File: src/rtl/ysyx_23060203_inst_queue.sv
// ---------------------------------------------------------------------------
// ysyx_23060203_inst_queue
//
// Decoupling FIFO between fetch (IFU) and decode (IDU). It soaks up fetch
// bursts while the back end stalls, presents the oldest instruction to decode
// through a valid/ready handshake, and drops everything on a redirect.
//
// Ports:
//   clock      rising-edge clock
//   reset      asynchronous, active-high reset (clears pointers, count, storage)
//   flush      redirect pulse (jump_flush | cs_flush); empties the queue
//   in_valid   IFU has an instruction
//   in_ready   queue has a free slot (independent of out_ready)
//   in_pc      PC of incoming instruction
//   in_inst    incoming instruction word
//   out_valid  head entry is valid (masked during flush)
//   out_ready  IDU takes the head entry
//   out_pc     PC of head entry
//   out_inst   instruction word of head entry
//   count      occupancy, 0..DEPTH
// ---------------------------------------------------------------------------
module ysyx_23060203_inst_queue #(
  parameter int DEPTH = 4,
  parameter int CNT_W = $clog2(DEPTH) + 1
) (
  input  logic             clock,
  input  logic             reset,
  input  logic             flush,
  input  logic             in_valid,
  output logic             in_ready,
  input  logic [31:0]      in_pc,
  input  logic [31:0]      in_inst,
  output logic             out_valid,
  input  logic             out_ready,
  output logic [31:0]      out_pc,
  output logic [31:0]      out_inst,
  output logic [CNT_W-1:0] count
);

  localparam int PTR_W = $clog2(DEPTH);

  logic [31:0]      pc_mem   [DEPTH];
  logic [31:0]      inst_mem [DEPTH];
  logic [PTR_W-1:0] head;
  logic [PTR_W-1:0] tail;
  logic [CNT_W-1:0] cnt;

  logic full;
  logic empty;
  logic push;
  logic pop;

  assign full  = (cnt == CNT_W'(DEPTH));
  assign empty = (cnt == '0);

  // in_ready deliberately ignores out_ready: a full queue refuses a push even
  // in a cycle that pops, which keeps the ready path free of IDU timing.
  assign in_ready  = ~full;
  assign out_valid = ~empty & ~flush;

  assign push = in_valid & in_ready & ~flush;
  assign pop  = out_valid & out_ready;

  // No bypass: head data always comes from storage.
  assign out_pc   = pc_mem[head];
  assign out_inst = inst_mem[head];
  assign count    = cnt;

  // Pointer and occupancy control. Flush wins over push and pop.
  always_ff @(posedge clock or posedge reset) begin
    if (reset) begin
      head <= '0;
      tail <= '0;
      cnt  <= '0;
    end else if (flush) begin
      head <= '0;
      tail <= '0;
      cnt  <= '0;
    end else begin
      if (push) tail <= tail + 1'b1;
      if (pop)  head <= head + 1'b1;
      case ({push, pop})
        2'b10:   cnt <= cnt + 1'b1;
        2'b01:   cnt <= cnt - 1'b1;
        default: cnt <= cnt;
      endcase
    end
  end

  // Storage. Not cleared on flush; stale entries are simply unreachable.
  always_ff @(posedge clock or posedge reset) begin
    if (reset) begin
      for (int i = 0; i < DEPTH; i++) begin
        pc_mem[i]   <= '0;
        inst_mem[i] <= '0;
      end
    end else if (push) begin
      pc_mem[tail]   <= in_pc;
      inst_mem[tail] <= in_inst;
    end
  end

`ifndef SYNTHESIS
  // Performance event counters, visible hierarchically in simulation.
  logic [63:0] perf_iq_full_cnt;
  logic [63:0] perf_iq_empty_cnt;
  logic [63:0] perf_iq_pop_cnt;

  always_ff @(posedge clock or posedge reset) begin
    if (reset) begin
      perf_iq_full_cnt  <= '0;
      perf_iq_empty_cnt <= '0;
      perf_iq_pop_cnt   <= '0;
    end else begin
      if (full)  perf_iq_full_cnt  <= perf_iq_full_cnt + 64'd1;
      if (empty) perf_iq_empty_cnt <= perf_iq_empty_cnt + 64'd1;
      if (pop)   perf_iq_pop_cnt   <= perf_iq_pop_cnt + 64'd1;
    end
  end

  // Sink so the counters are not reported as dangling when nothing probes them.
  logic perf_unused;
  assign perf_unused = ^{perf_iq_full_cnt, perf_iq_empty_cnt, perf_iq_pop_cnt};
`endif

endmodule

File: config.mk
export PLATFORM = sky130hd
export DESIGN_NAME = ysyx_23060203_inst_queue
export DESIGN_NICKNAME = d
export VERILOG_FILES = /design/src/rtl/ysyx_23060203_inst_queue.sv
export SDC_FILE = /design/constraint.sdc
export NUM_CORES = 1
export LEC_CHECK = 0
export ABC_AREA = 0
export BUFFER_PORTS_ARGS = -buffer_cell sky130_fd_sc_hd__buf_2
export CORE_ASPECT_RATIO = 0.9
export CORE_MARGIN = 8
export CORE_UTILIZATION = 55
export DETAILED_ROUTE_END_ITERATION = 12
export PLACE_DENSITY = 0.8
export SYNTH_ARGS = -nofsm -noshare
export SYNTH_HDL_FRONTEND = slang
export SYNTH_SLANG_ARGS = --single-unit
File: constraint.sdc
create_clock -name clock -period 23.2 [get_ports clock]
set_input_delay 2.32 -clock clock [delete_from_list [all_inputs] [get_ports clock]]
set_output_delay 2.32 -clock clock [all_outputs]
set_load 0.02 [all_outputs]
==> reports/summary.txt <==
Outcome - completed
First-pass GRT wire length - 39400 µm
Syn_nets - 756
Area grow syn2layout - 13.9%
Crit path launch type - flip-flop
Core area - 0.0214 mm²
Postcts setup bufs - 0
Clock transition at path regs - 60 ps
Slowest stage cell, crit path - dfrtp_4
CTS Hold Bufs - 0
Maxcap violations - 0
Fmax - 189 MHz
# DRC - 0
Pwr/cell area - 107 mW/mm²
GRT Util Overall - 18.6%
CP peak stage delay - 850 ps
Yosys warns - 0
CTS max path bufs - 3
CTS tree - built
Fill cells - 1525
Critical Path RT - 20880 ps
Chip height - 155 µm
Clock Skew - 6.32 ps
Worst slew margin - 23.5%
H-Tree Depth - 1
Final Core Density - 63.0%
Setup_tns - 0 ps
Root buffer cell - clkbuf_16
Hold WC Path Type - reg2reg
Via density - 5.70
Unrepaired setup endpoints after global routing - no
Final hold vios - 0
CTS Buf Count - 27
DR vias - 6370
Worst Setup End Kind - primary output
WP buf/inv - 2
Post-synthesis simple-gate area fraction - 1.48%
Yosys cell types - 36
Crit path max fanout - 36
Crit path DAT - 2970 ps
Leakage - 6.17 nW
Num rows - 51
Die area - 0.0265 mm²
Clock Sinks - 263
Worst setup path startpoint - head[0]$_DFFE_PP0P_
Fin cells - 1118
Min Tclk post-route - 5290 ps
Later-pin clock latency in the skew report - 510 ps
Share of cells above drive strength 1 - 62.1%
DRT Pass-1 Iters - 4
Nets - 882
Total wirelength of the detailed-routed design - 24200 µm
CP Cell Sequence - buf_4, mux4_2, buf_2
Vias in the first global route - 7386
XOR/XNOR Fraction of Synth Area - 0.0740%
Final Max Tran Viols - 0
# port buffers - 137
Wirelength per Cell - 21.7 µm
Post-synthesis cell count - 682
Largest family of logic cells by synthesized area - multiplexers
Gpl congestion - 0.780
Hpwl dp - 14700 µm
Placed cells - 1070
Top cells by area, synth - dfrtp_1 56%, mux2_2 19%, mux4_2 12%, mux2_4 7.6%, buf_2 1.1%
Top-level I/O count - 138
Post-synthesis mux area share - 38.7%
Worst r2r src - count[1]$_DFFE_PP0P_
Initial antenna violation count - 4
Initial DRC Count - 443
Peak supply drop - 0.0000642 V
Final setup vio count - 0
Design Power - 1.44 mW
Synthesized flop and latch total - 263
Yosys top cell by area - dfrtp_1
Chip width - 171 µm
Worst hold start - inst_mem[41]$_DFFE_PP0P_
Top delay family on crit path - buffers and inverters
Post_cts resized - 0
Measured slew at the worst slew-check pin - 1150 ps
Avg Inst Size Synth - 17.4 µm²
Starting Density - 55.4%
Synth top area share - 55.6%
Seq/Total Area, Yosys - 55.6%
Largest net degree at the start of global routing - 109
Synth Area in Compound Gates - 0.804%
GRT Residual Overflow - 0
Fin crit share - 22.8%
Adder-cell share of the synthesized area - 0.592%
Antenna Nets Post-Route - 0
Synth Cell Area - 0.0118 mm²
Crit path kind - reg2out
==> placed cells by master, fill, tap and decap left out, types with 5 or more instances in the layout <==
cell,instances
clkbuf_8,6
clkbuf_16,27
clkbuf_1,8
mux2_4,60
mux4_2,64
clkinv_2,6
dfrtp_1,261
buf_2,137
nand3_1,5
mux2_2,197
==> cell usage after synthesis (all sizes together) <==
cell type	number
a21oi	4
a31oi	1
and3	1
buf	33
clkbuf	11
dfrtp	263
fa	1
ha	4
inv	5
mux2	257
mux2i	2
mux4	64
nand2	3
nand2b	4
nand3	8
nand3b	1
nor2	3
nor2b	3
nor3	1
nor3b	1
o2111ai	2
o211ai	1
o21a	1
o21ai	2
o21ba	1
o21bai	1
o221ai	1
or3	1
or4	1
xnor2	1
==> worst register-to-register path: cells and delay by family (launching register included) <==
family	cells	cell delay (ps)
flops	1	580
mux	1	450
buf+inv	2	890
simple gates	2	730
==> metal layers <==
layer	vias up	track usage, %	routed length [µm]	part of all wire, %
met5	-	0	33	0.14
li1	2791	-	-	-
met2	142	32.0	12000	50
met1	3394	23.4	10200	42
met3	37	4.81	1500	6.2
met4	6	4.34	443	1.8
==> metrics by stage <==
stage	hold WS, ps	setup slack [ps]	area, µm²
3_3_place_gp	481	18120	12700
2_1_floorplan	474	13640	11800
3_5_place_dp	487	18070	12700
4_1_cts	500	17820	13500
6_report	497	17910	13500
5_1_grt	509	17700	13500
==> state kept, by name, indices dropped and copies added, names as in the netlist <==
register / flops
count: 3
head: 2
inst_mem: 128
pc_mem: 128
tail: 2
==> where the power goes <==
| part | internal (mW) | total (mW) | switching (mW) |
|---|---|---|---|
| Combinational | 0.217 | 0.372 | 0.155 |
| Sequential | 0.588 | 0.663 | 0.0755 |
| Clock | 0.232 | 0.400 | 0.167 |
==> kinds of logic (layout without fill, tap and decap cells) <==
logic type / count (synthesis) / in the layout
flip-flops: 263 / 263
adder cells (fa/ha/maj): 5 / 5
XOR/XNOR: 1 / 1
other: 0 / 1
buffers and inverters: 49 / 193
multiplexers: 323 / 323
AO/OA/AOI/OAI: 14 / 14
AND/OR/NAND/NOR: 27 / 27
==> layout make-up <==
| class | instances | area [µm²] | area share [%] |
|---|---|---|---|
| antenna | 1 | 2.50 | 0.0186 |
| clock buffer | 41 | 788 | 5.85 |
| clock inverter | 6 | 30.0 | 0.223 |
| inverter | 5 | 28.8 | 0.214 |
| multi-input combinational | 370 | 4960 | 36.8 |
| sequential | 263 | 6590 | 48.9 |
| tap | 291 | 364 | 2.70 |
| timing repair buffer | 141 | 716 | 5.31 |
==> final timing paths <==
path                                             endpoint  slack [ps]  cells past startpoint
worst max-delay path                           out_pc[17]       17910                      3
worst min register to register   inst_mem[41]$_DFFE_PP0P_         500                      1
worst max register to register   inst_mem[93]$_DFFE_PP0P_       20450                      5
worst min-delay path             inst_mem[41]$_DFFE_PP0P_         500                      1
max in group asynchronous             head[0]$_DFFE_PP0P_       19740                      3
min in group asynchronous       inst_mem[126]$_DFFE_PP0P_        1940                      2
No activity file was read; power rests on OpenSTA's default activity.
